`src/rtl/ring_sched.sv`:
```
// Three-slot round-robin scheduler: a 2-bit ring (0->1->2->0) grants one
// shared resource per slot, with each grant force-released after HOLD_MAX cycles.
module ring_sched #(
  parameter int HOLD_MAX = 4,
  parameter int CW       = 3
) (
  input  logic          clock,
  input  logic          reset,
  input  logic [2:0]    req,
  input  logic [2:0]    done,
  output logic [2:0]    grant,
  output logic [1:0]    state,
  output logic          busy,
  output logic [CW-1:0] hold_cnt,
  output logic          timeout
);

  typedef enum logic {IDLE, GRANT} phase_t;

  localparam logic [CW-1:0] LIMIT = CW'(HOLD_MAX - 1);

  phase_t     phase;
  logic [3:0] req_x, done_x;
  logic [1:0] next_slot;
  logic       req_cur, done_cur, at_limit;

  // Pad to four bits so the unreachable state 3 still indexes a defined bit.
  assign req_x     = {1'b0, req};
  assign done_x    = {1'b0, done};
  assign req_cur   = req_x[state];
  assign done_cur  = done_x[state];
  assign at_limit  = (hold_cnt == LIMIT);
  assign next_slot = (state == 2'd2) ? 2'd0 : state + 2'd1;

  always_ff @(posedge clock or posedge reset) begin
    if (reset) begin
      phase    <= IDLE;
      state    <= 2'd0;
      grant    <= 3'b000;
      busy     <= 1'b0;
      hold_cnt <= '0;
      timeout  <= 1'b0;
    end else begin
      timeout <= 1'b0;
      if (state == 2'd3) begin
        phase    <= IDLE;
        state    <= 2'd0;
        grant    <= 3'b000;
        busy     <= 1'b0;
        hold_cnt <= '0;
      end else begin
        case (phase)
          IDLE: begin
            if (req_cur) begin
              phase    <= GRANT;
              grant    <= 3'b001 << state;
              busy     <= 1'b1;
              hold_cnt <= '0;
            end else begin
              state <= next_slot;
            end
          end
          GRANT: begin
            if (done_cur || at_limit) begin
              // done wins over the limit when both land in the same cycle
              timeout  <= ~done_cur;
              phase    <= IDLE;
              state    <= next_slot;
              grant    <= 3'b000;
              busy     <= 1'b0;
              hold_cnt <= '0;
            end else begin
              hold_cnt <= hold_cnt + 1'b1;
            end
          end
          default: begin
            phase <= IDLE;
            grant <= 3'b000;
            busy  <= 1'b0;
          end
        endcase
      end
    end
  end

endmodule

```
`config.mk`:
```
export PLATFORM = sky130hd
export DESIGN_NAME = ring_sched
export DESIGN_NICKNAME = d
export VERILOG_FILES = /design/src/rtl/ring_sched.sv
export SDC_FILE = /design/constraint.sdc
export NUM_CORES = 1
export LEC_CHECK = 0
export ABC_AREA = 1
export BUFFER_PORTS_ARGS = -buffer_cell sky130_fd_sc_hd__buf_2
export CORE_ASPECT_RATIO = 0.75
export CORE_MARGIN = 1.5
export CORE_UTILIZATION = 31
export CTS_BUF_LIST = sky130_fd_sc_hd__clkbuf_8
export CTS_CLUSTER_SIZE = 16
export DETAILED_ROUTE_END_ITERATION = 6
export PLACE_DENSITY_LB_ADDON = 0.05
export SLEW_MARGIN = 15
export SYNTH_ARGS = -nofsm -noshare
export SYNTH_HDL_FRONTEND = slang
export SYNTH_SLANG_ARGS = --single-unit
```
`constraint.sdc`:
```
create_clock -name clock -period 1.45 [get_ports clock]
set_clock_uncertainty 0.05 [all_clocks]
set_input_delay 0.145 -clock clock [delete_from_list [all_inputs] [get_ports clock]]
set_output_delay 0.145 -clock clock [all_outputs]
set_load 0.02 [all_outputs]
```
Word level (Yosys, flattened, before mapping)
Cells that the tools add are included.

cells by class
  add/sub/neg operators = 2
  order comparisons = 1
  equal/unequal tests = 6
  shift operators = 1
  mux-type cells = 28
  bitwise gates (word level) = 2
  reduce and logical (&&, ||, !) cells = 3

operators with widths
  kind                                                                      count
  3-bit two-way mux                                                         6
  3-bit case mux with 2 select lines                                        2
  1-bit two-way mux                                                         11
  2-bit two-way mux                                                         4
  3-bit inequality test (second input constant)                             2
  1-bit binary-select mux with 2-bit select                                 2
  2-bit equality test (second input constant)                               2
  1-bit case mux with 2 select lines                                        2
  2-bit case mux with 2 select lines                                        1
  2-bit AND reduction                                                       2
  3-bit by 1-bit adder with 3-bit output (second input constant)            1
  3-bit by 2-bit equality test with 1-bit output (second input constant)    1
  2-bit by 3-bit < comparator with 1-bit output (second input constant)     1
  3-bit by 1-bit inequality test with 1-bit output (second input constant)  1
  1-bit by 2-bit << shifter with 3-bit output (first input constant)        1
  2-bit by 1-bit adder with 2-bit output (second input constant)            1
  1-bit inverter                                                            2
  1-bit logical OR                                                          1

storage, ports and cells
  register bits = 11
  bits of input ports = 8
  output and inout bits = 10
  word-level logic and storage cells = 49

Depth between registers and ports, before layout
Gate-level depths: netlist of the first run.

  depth after elaboration = 6
  mapped depth = 9
  depth with buffers taken out = 9

Worst setup path before layout of the first run
OpenSTA, ideal clock, no wires.

  kind = register to register
  start = reg hold_cnt[0]
  end = reg state[1]
  setup time = 0.118 ns
  data arrival time = 1.382 ns
  data required time = 1.282 ns
  path slack = -0.100 ns
  stages on the path, launching flop included = 9
  path buffers = 0
  period minus slack after synthesis = 1.550 ns
  cell sequence = dfrtp_1 -> ha_1 -> ha_1 -> inv_1 -> nand2_2 -> nor2_4 -> nand3_4 -> nand3_1 -> nand2_1

on the way
  cells in the longest elaborated chain, start to end = 4

RTL lines
  item                                                               RTL line  source
  start, declared                                                    14        output logic [CW-1:0] hold_cnt,
  start signal, assigned                                             73        hold_cnt <= hold_cnt + 1'b1;
  3-bit by 2-bit equality test with 1-bit output                     32        assign at_limit = (hold_cnt == LIMIT);
  1-bit logical OR                                                   64        if (done_cur || at_limit) begin
  3-bit by 1-bit inequality test with 1-bit output (no source line)  -
  2-bit AND reduction (no source line)                               -
  end signal, assigned                                               60        state <= next_slot;
  end signal, assigned                                               68        state <= next_slot;
  end, declared                                                      12        output logic [1:0] state,

Every way passes these cells.
A chain may end at the register's enable or synchronous reset.

Worst setup path after layout of the first run
  start = reg hold_cnt[1]
  end = reg grant[0]

on the way
  cells in the longest elaborated chain, start to end = 4

RTL lines
  item                                                               RTL line  source
  3-bit by 2-bit equality test with 1-bit output                     32
  1-bit logical OR                                                   64
  3-bit by 1-bit inequality test with 1-bit output (no source line)  -
  2-bit AND reduction (no source line)                               -
  end signal, assigned                                               56        grant <= 3'b001 << state;
  end, declared                                                      11        output logic [2:0] grant,

Every way passes these cells.

==> impl_metrics.prom, run 1 <==
# TYPE chip_impl_metric gauge
chip_impl_info{name="run_status",value="finished clean"} 1
chip_impl_metric{name="timing.critical_path.arrival",unit="ns"} 1.56
chip_impl_metric{name="wl",unit="µm"} 1474
chip_impl_metric{name="timing.final.ws_setup",unit="ns"} 0.01423
chip_impl_metric{name="globalRouteOverflowTotal",unit=""} 0
chip_impl_metric{name="switching_share",unit="%"} 49.01
chip_impl_metric{name="pin_count",unit=""} 18
chip_impl_metric{name="cp_data_required_time",unit="ns"} 1.57
chip_impl_metric{name="finalHoldWorstSlack",unit="ns"} 0.2869
chip_impl_info{name="dominantRegCellSynth",value="sky130_fd_sc_hd__dfrtp_1"} 1
chip_impl_info{name="synthMostInstantiatedCell",value="sky130_fd_sc_hd__nand2_1"} 1
chip_impl_info{name="crit_path_top_delay_cell",value="sky130_fd_sc_hd__dfrtp_2"} 1
chip_impl_metric{name="max_slew_margin",unit="%"} 71.58
chip_impl_metric{name="total_switching_power",unit="mW"} 1.036
chip_impl_metric{name="grt_antenna_before_repair",unit=""} 0
chip_impl_metric{name="power",unit="mW"} 2.114
chip_impl_metric{name="synth-seq-area-share",unit="%"} 43.31
chip_impl_metric{name="final_critical_path_time_including_i_o_delays_and_setup",unit="ns"} 1.436
chip_impl_metric{name="maximum_single_stage_delay_on_the_critical_path",unit="ns"} 0.42
chip_impl_metric{name="synth_enable_flop_cells",unit=""} 0
chip_impl_info{name="tritoncts_clock_tree",value="done"} 1
chip_impl_metric{name="total_clock_buffers_created_by_cts",unit=""} 3
chip_impl_metric{name="die_area",unit="µm²"} 2334
chip_impl_metric{name="timing.critical_path.buf_inv",unit=""} 1
chip_impl_metric{name="clock_insertion_delay_at_the_later_pin_of_the_skew_report",unit="ns"} 0.23
chip_impl_metric{name="hpwl",unit="µm"} 1108
chip_impl_metric{name="core-area",unit="µm²"} 1822
chip_impl_metric{name="placed_cells",unit=""} 121
chip_impl_metric{name="wl_per_cell",unit="µm"} 11.52
chip_impl_metric{name="initial_core_util",unit="%"} 34.89
chip_impl_metric{name="die_x",unit="µm"} 55.29
chip_impl_info{name="clock_tree.root_cell",value="sky130_fd_sc_hd__clkbuf_8"} 1
chip_impl_metric{name="cap_violations",unit=""} 0
chip_impl_info{name="synth_largest_area_cell",value="sky130_fd_sc_hd__dfrtp_1"} 1
chip_impl_metric{name="tightestPinTransition",unit="ns"} 0.4259
chip_impl_metric{name="power_frac_seq",unit="%"} 27.8
chip_impl_metric{name="post_synthesis_instance_area",unit="µm²"} 635.6
chip_impl_metric{name="vias",unit=""} 580
chip_impl_metric{name="critPathMaxFanout",unit=""} 5
chip_impl_metric{name="yosys_warnings",unit=""} 0
chip_impl_metric{name="clock_power_share",unit="%"} 14.0
chip_impl_info{name="most_instantiated_cells_after_synthesis",value="sky130_fd_sc_hd__nand2_1 (27), sky130_fd_sc_hd__dfrtp_1 (11), sky130_fd_sc_hd__inv_1 (9), sky130_fd_sc_hd__nand3_1 (9)"} 1
chip_impl_metric{name="drcViolationCount",unit=""} 0
chip_impl_info{name="unrepaired_setup_endpoints_after_global_routing",value="true"} 1
chip_impl_metric{name="first_global_vias",unit=""} 511
chip_impl_metric{name="drt_iter0_drc",unit=""} 18
chip_impl_metric{name="clock_sink_count",unit=""} 11
chip_impl_metric{name="placementRows",unit=""} 13
chip_impl_info{name="synth_area_leaders",value="sky130_fd_sc_hd__dfrtp_1 (43%), sky130_fd_sc_hd__nand2_1 (16%), sky130_fd_sc_hd__nand3_1 (7.1%)"} 1
chip_impl_metric{name="report.final.hold_viol_count",unit=""} 0
chip_impl_metric{name="final_slew_violations",unit=""} 0
chip_impl_info{name="setup.worst_path.class",value="reg -> reg"} 1
chip_impl_metric{name="antenna_cells_inserted",unit=""} 0
chip_impl_metric{name="first_pass_grt_wire_length",unit="µm"} 2518
chip_impl_metric{name="synth_async_sr_flop_share",unit="%"} 100.0
chip_impl_metric{name="post_synth.cell_area_avg",unit="µm²"} 7.945
chip_impl_metric{name="grt_max_degree",unit=""} 12
chip_impl_metric{name="first_pass_iters",unit=""} 4
chip_impl_metric{name="final_layout_size_suffix_gt1_share",unit="%"} 46.23
chip_impl_metric{name="ant_nets",unit=""} 0
chip_impl_metric{name="comb_power_share",unit="%"} 58.3
chip_impl_metric{name="finalSetupViolations",unit=""} 0
chip_impl_metric{name="vdd.ir_drop.worst",unit="V"} 0.001129
chip_impl_metric{name="max_freq",unit="MHz"} 696.5
chip_impl_metric{name="port_buffers",unit=""} 17
chip_impl_metric{name="final_core_utilization",unit="%"} 48.70
chip_impl_metric{name="power_per_cell_area",unit="nW/µm²"} 2383
chip_impl_metric{name="yosysTopAreaCellShare",unit="%"} 43.31
chip_impl_metric{name="synth-seq-cells",unit=""} 11
chip_impl_info{name="critical_path.startpoint_type",value="flop"} 1
chip_impl_metric{name="synth.distinct_cells",unit=""} 16
chip_impl_info{name="min_path_type",value="in -> reg"} 1
chip_impl_metric{name="p_int",unit="mW"} 1.078
chip_impl_metric{name="p_leak",unit="nW"} 0.4907
chip_impl_metric{name="place_ws",unit="ns"} -0.02297
chip_impl_metric{name="htreeDepth",unit=""} 1
chip_impl_info{name="setup_crit_end_kind",value="flop"} 1
chip_impl_info{name="critPathTopFamily",value="simple AND/OR/NAND/NOR gates"} 1
chip_impl_metric{name="syn_nets",unit=""} 90
chip_impl_metric{name="synthToLayoutAreaGrowth",unit="%"} 39.57
chip_impl_metric{name="grtUsageTotal",unit="%"} 13.97
chip_impl_metric{name="fin_cells",unit=""} 128
chip_impl_metric{name="finish.net_count",unit=""} 117
chip_impl_metric{name="place.gp.congestion",unit=""} 0.7998
chip_impl_metric{name="final_min_period_over_clock_period",unit="%"} 99.02
chip_impl_metric{name="worst_setup_hold_path_clk_slew",unit="ns"} 0.05
chip_impl_metric{name="detail_route.vias_per_cell",unit=""} 4.531
chip_impl_info{name="cp_cell_sequence",value="ha_4, ha_4, inv_2, nand2_2, nor2_4, nand3_4, nand2_4, nand2_1, nand2_1"} 1
chip_impl_metric{name="clock_tree.buffer_depth",unit=""} 2
chip_impl_metric{name="post_synth_inst_count",unit=""} 80
chip_impl_metric{name="fp.dieH",unit="µm"} 42.22
==> sequential cells by signal (all words and copies together), names as in the netlist <==
signal / cells
busy: 1
grant: 3
hold_cnt: 3
phase: 1
state: 2
timeout: 1
==> kinds of logic after synthesis <==
| family | after synthesis | share of synthesized area [%] |
|---|---|---|
| AO/OA/AOI/OAI | 2 | 1.575 |
| buffers and inverters | 13 | 8.858 |
| AND/OR/NAND/NOR | 52 | 42.32 |
| adder cells (fa/ha/maj) | 2 | 3.936 |
| flip-flops | 11 | 43.31 |
==> final timing paths <==
kind / start / end / slack, ns / depth (start not counted)
worst max-delay path: hold_cnt[1] / grant[0] / 0.01 / 9
worst min-delay path: req[0] / hold_cnt[2] / 0.29 / 6
worst max register to register: hold_cnt[1] / grant[0] / 0.01 / 9
worst min register to register: grant[1] / grant[1] / 0.41 / 2
max in group asynchronous: reset / hold_cnt[0] / 0.64 / 3
min in group asynchronous: reset / hold_cnt[1] / 0.39 / 3
==> layout by cell type (no fill, tap or decap) <==
master / instances
sky130_fd_sc_hd__inv_2: 4
sky130_fd_sc_hd__nand3_2: 8
sky130_fd_sc_hd__dlygate4sd3_1: 1
sky130_fd_sc_hd__buf_4: 4
sky130_fd_sc_hd__dfrtp_1: 9
sky130_fd_sc_hd__ha_4: 2
sky130_fd_sc_hd__nor2_4: 1
sky130_fd_sc_hd__nor2_1: 3
sky130_fd_sc_hd__nand3_4: 1
sky130_fd_sc_hd__o21ai_1: 2
sky130_fd_sc_hd__nand2_4: 2
sky130_fd_sc_hd__nand2_2: 4
sky130_fd_sc_hd__dfrtp_2: 2
sky130_fd_sc_hd__nor3_1: 3
sky130_fd_sc_hd__nand3_1: 4
sky130_fd_sc_hd__nor2_2: 1
sky130_fd_sc_hd__inv_1: 9
sky130_fd_sc_hd__clkbuf_8: 3
sky130_fd_sc_hd__buf_2: 17
sky130_fd_sc_hd__nand2_1: 26
==> metal layers <==
metal  share of wire, %  routed length [µm]  vias up  track usage, %
met5                  0                   0        -               0
li1                   -                   -      306               -
met2                 42                 620       18           19.76
met3                7.9                 116        2           5.864
met4               0.95                  14        0           4.390
met1                 49                 722      254           19.20
==> timing repair <==
item | in CTS | in global routing
endpoints found under the setup margin | 6 | 9
gates cloned | 1 | 0
hold buffers | 1 | 0
pin swaps | 0 | 1
buffers inserted | 0 | 1
hold endpoints to repair | 11 | 0
gates resized for setup | 0 | 1
==> final cells by class <==
type	instances	area, µm²
clock inverter	1	3.754
multi-input combinational	57	366.6
sequential	11	277.8
tap	22	27.53
fill	189	934.6
timing repair buffer	22	125.1
inverter	12	45.04
clock buffer	3	41.29
==> metrics by stage <==
| step | setup TNS, ns | cell area, µm² |
|---|---|---|
| floorplan | 0 | 688.2 |
| global placement | 0 | 812.0 |
| detailed placement | -0.08368 | 812.0 |
| CTS | 0 | 877.1 |
| global route | -0.5759 | 887.1 |
| finish | 0 | 887.1 |
==> power groups by stage <==
stage	registers, mW	logic (mW)	clock network [mW]
6_report	0.587	1.23	0.296
5_1_grt	0.605	1.36	0.330
4_1_cts	0.585	1.24	0.308
3_5_place_dp	0.587	1.20	0
3_3_place_gp	0.590	1.19	0
2_1_floorplan	0.689	0.785	0
==> worst reg2reg max path, stage by stage, from the launching register on <==
cell                      delay, ns
sky130_fd_sc_hd__dfrtp_2       0.42
sky130_fd_sc_hd__ha_4          0.17
sky130_fd_sc_hd__ha_4          0.15
sky130_fd_sc_hd__inv_2         0.04
sky130_fd_sc_hd__nand2_2       0.05
sky130_fd_sc_hd__nor2_4        0.13
sky130_fd_sc_hd__nand3_4       0.14
sky130_fd_sc_hd__nand2_4       0.12
sky130_fd_sc_hd__nand2_1       0.05
sky130_fd_sc_hd__nand2_1       0.05
Note: power is estimated with default switching activity, not from simulation.
==> run 2: changes to the inputs <==
==> constraint.sdc (replaced) <==
create_clock -name clock -period 1.3 [get_ports clock]
set_clock_uncertainty 0.05 [all_clocks]
set_input_delay 0.13 -clock clock [delete_from_list [all_inputs] [get_ports clock]]
set_output_delay 0.13 -clock clock [all_outputs]
set_load 0.02 [all_outputs]
==> impl_metrics.prom, run 2 (synthesis gave the netlist of run 1 again) <==
# TYPE chip_impl_metric gauge
chip_impl_metric{name="clock_insertion_delay_at_the_later_pin_of_the_skew_report",unit="ns"} 0.24
chip_impl_metric{name="detail_route.vias_per_cell",unit=""} 4.504
chip_impl_metric{name="synthToLayoutAreaGrowth",unit="%"} 45.47
chip_impl_metric{name="wl_per_cell",unit="µm"} 10.93
chip_impl_metric{name="timing.critical_path.buf_inv",unit=""} 1
chip_impl_metric{name="finalSetupViolations",unit=""} 10
chip_impl_metric{name="critPathMaxFanout",unit=""} 5
chip_impl_metric{name="grtUsageTotal",unit="%"} 14.36
chip_impl_metric{name="final_min_period_over_clock_period",unit="%"} 112.2
chip_impl_metric{name="finalHoldWorstSlack",unit="ns"} 0.2545
chip_impl_metric{name="port_buffers",unit=""} 17
chip_impl_metric{name="finish.net_count",unit=""} 120
chip_impl_metric{name="max_freq",unit="MHz"} 685.3
chip_impl_info{name="layout.cells.most_common_list",value="sky130_fd_sc_hd__nand2_1 (25), sky130_fd_sc_hd__buf_2 (17), sky130_fd_sc_hd__dfrtp_1 (9), sky130_fd_sc_hd__inv_1 (8)"} 1
chip_impl_metric{name="die_area",unit="µm²"} 2334
chip_impl_info{name="clock_tree.root_cell",value="sky130_fd_sc_hd__clkbuf_8"} 1
chip_impl_metric{name="wl",unit="µm"} 1432
chip_impl_info{name="tritoncts_clock_tree",value="done"} 1
chip_impl_metric{name="worst_setup_hold_path_clk_slew",unit="ns"} 0.05
chip_impl_metric{name="cp_data_required_time",unit="ns"} 1.43
chip_impl_metric{name="final_slew_violations",unit=""} 0
chip_impl_metric{name="post_cts_buffers",unit=""} 0
chip_impl_metric{name="drt_iter0_drc",unit=""} 5
chip_impl_info{name="critical_path.startpoint_type",value="flop"} 1
chip_impl_metric{name="drcViolationCount",unit=""} 0
chip_impl_metric{name="first_global_vias",unit=""} 593
chip_impl_info{name="unrepaired_setup_endpoints_after_global_routing",value="true"} 1
chip_impl_metric{name="ant_nets",unit=""} 0
chip_impl_metric{name="fin_cells",unit=""} 131
chip_impl_metric{name="antenna_cells_inserted",unit=""} 0
chip_impl_metric{name="die_x",unit="µm"} 55.29
chip_impl_metric{name="vias",unit=""} 590
chip_impl_metric{name="total_clock_buffers_created_by_cts",unit=""} 3
chip_impl_info{name="setup_crit_end_kind",value="flop"} 1
chip_impl_metric{name="placed_cells",unit=""} 125
chip_impl_metric{name="maximum_single_stage_delay_on_the_critical_path",unit="ns"} 0.42
chip_impl_metric{name="vdd.ir_drop.worst",unit="V"} 0.001359
chip_impl_metric{name="htreeDepth",unit=""} 1
chip_impl_metric{name="power_per_cell_area",unit="nW/µm²"} 2666
chip_impl_metric{name="timing.critical_path.arrival",unit="ns"} 1.59
chip_impl_info{name="run_status",value="complete, but fails checks"} 1
chip_impl_metric{name="globalRouteOverflowTotal",unit=""} 0
chip_impl_metric{name="initial_core_util",unit="%"} 34.89
chip_impl_info{name="biggestRegsByFlops",value="grant x3, hold_cnt x3, state x2"} 1
chip_impl_metric{name="timing.final.ws_setup",unit="ns"} -0.1592
chip_impl_info{name="mostFrequentLayoutCell",value="sky130_fd_sc_hd__nand2_1"} 1
chip_impl_metric{name="core-area",unit="µm²"} 1822
chip_impl_metric{name="fp.dieH",unit="µm"} 42.22
chip_impl_metric{name="first_pass_iters",unit=""} 4
chip_impl_metric{name="placementRows",unit=""} 13
chip_impl_metric{name="max_slew_margin",unit="%"} 70.83
chip_impl_metric{name="place.gp.congestion",unit=""} 0.7305
chip_impl_metric{name="clock_sink_count",unit=""} 11
chip_impl_info{name="min_path_type",value="in -> reg"} 1
chip_impl_metric{name="final_layout_size_suffix_gt1_share",unit="%"} 50.46
chip_impl_info{name="crit_path_top_delay_cell",value="sky130_fd_sc_hd__dfrtp_2"} 1
chip_impl_metric{name="report.final.hold_viol_count",unit=""} 0
chip_impl_info{name="critPathTopFamily",value="simple AND/OR/NAND/NOR gates"} 1
chip_impl_metric{name="hpwl",unit="µm"} 1072
chip_impl_info{name="setup.worst_path.class",value="reg -> reg"} 1
chip_impl_metric{name="cap_violations",unit=""} 0
chip_impl_metric{name="pin_count",unit=""} 18
chip_impl_metric{name="grt_max_degree",unit=""} 12
chip_impl_metric{name="final_critical_path_time_including_i_o_delays_and_setup",unit="ns"} 1.459
chip_impl_metric{name="tightestPinTransition",unit="ns"} 0.4370
chip_impl_info{name="failed_checks",value="setup timing"} 1
chip_impl_metric{name="p_leak",unit="nW"} 0.5076
chip_impl_info{name="cp_cell_sequence",value="ha_4, ha_4, inv_2, nand2_2, nor2_4, nand3_4, nand2_4, nand2_1, nand2_1"} 1
chip_impl_metric{name="clock_tree.buffer_depth",unit=""} 2
chip_impl_metric{name="first_pass_grt_wire_length",unit="µm"} 2546
chip_impl_metric{name="grt_antenna_before_repair",unit=""} 0
==> run 2: changes by cell type in the layout (fill, tap and decap cells not counted) <==
cell                       previous run  this run
sky130_fd_sc_hd__buf_4                4         7
sky130_fd_sc_hd__clkinv_2             0         1
sky130_fd_sc_hd__inv_1                9         8
sky130_fd_sc_hd__nand2_1             26        25
sky130_fd_sc_hd__nand2_2              4         5
sky130_fd_sc_hd__nand3_2              8         7
sky130_fd_sc_hd__nand3_4              1         2
sky130_fd_sc_hd__o21ai_1              2         1
sky130_fd_sc_hd__o21ai_2              0         1
==> run 2: power by group <==
part	switching [mW]	total [mW]	internal (mW)
clock network	0.135	0.346	0.211
logic	0.909	1.48	0.575
registers	0.142	0.634	0.492
total	1.19	2.47	1.28
==> run 2: worst paths after layout <==
| kind | from | endpoint | slack, ns | cells past startpoint |
|---|---|---|---|---|
| setup / recovery | hold_cnt[1] | grant[0] | -0.16 | 9 |
| max in group asynchronous | reset | hold_cnt[0] | 0.49 | 3 |
| hold reg to reg | grant[2] | grant[2] | 0.41 | 2 |
| hold / removal | req[0] | hold_cnt[1] | 0.25 | 6 |
| min in group asynchronous | reset | busy | 0.39 | 3 |
| setup reg to reg | hold_cnt[1] | grant[0] | -0.16 | 9 |
==> run 2: worst min-delay path, stage by stage <==
cell and delay (ns):
sky130_fd_sc_hd__buf_2 0.09, sky130_fd_sc_hd__nand2_1 0.06, sky130_fd_sc_hd__nand3_2 0.07, sky130_fd_sc_hd__nor2_1 0.05, sky130_fd_sc_hd__nand2_1 0.05, sky130_fd_sc_hd__o21ai_1 0.06
==> run 2: cell type report <==
type	instances	area [µm²]
clock buffers	3	41.29
multi-input cells	57	380.4
flip-flops and latches	11	277.8
fillers	179	897.1
well taps	22	27.53
repair buffers	25	147.6
clock inverters	1	5.005
inverters	12	45.04
==> run 2: repair_timing <==
item | in CTS | in global routing
cloned | 1 | 0
gates resized for setup | 1 | 3
pin swaps | 1 | 0
hold buffers | 1 | 0
endpoints found under the setup margin | 10 | 10
hold endpoints to repair | 11 | 0
==> run 2: through the flow <==
| stage | instance area [µm²] | worst slack, ns | power [mW] | utilization [%] | TNS (ns) |
|---|---|---|---|---|---|
| 6_report | 924.6 | -0.1592 | 2.465 | 50.76 | -1.234 |
| 5_1_grt | 924.6 | -0.2288 | 2.706 | 50.76 | -1.903 |
| 4_1_cts | 915.9 | -0.1595 | 2.476 | 50.27 | -1.318 |
| 3_5_place_dp | 842.1 | -0.1534 | 2.043 | 46.22 | -1.210 |
| 3_3_place_gp | 842.1 | -0.1338 | 2.048 | 46.22 | -1.044 |
| 2_1_floorplan | 688.2 | -0.1484 | 1.645 | - | -1.196 |
==> run 2: layer usage <==
| layer | track usage (%) | wire (µm) |
|---|---|---|
| met4 | 7.317 | 33 |
| met1 | 17.84 | 722 |
| met2 | 21.43 | 609 |
| met5 | 0 | 0 |
| met3 | 5.864 | 67 |
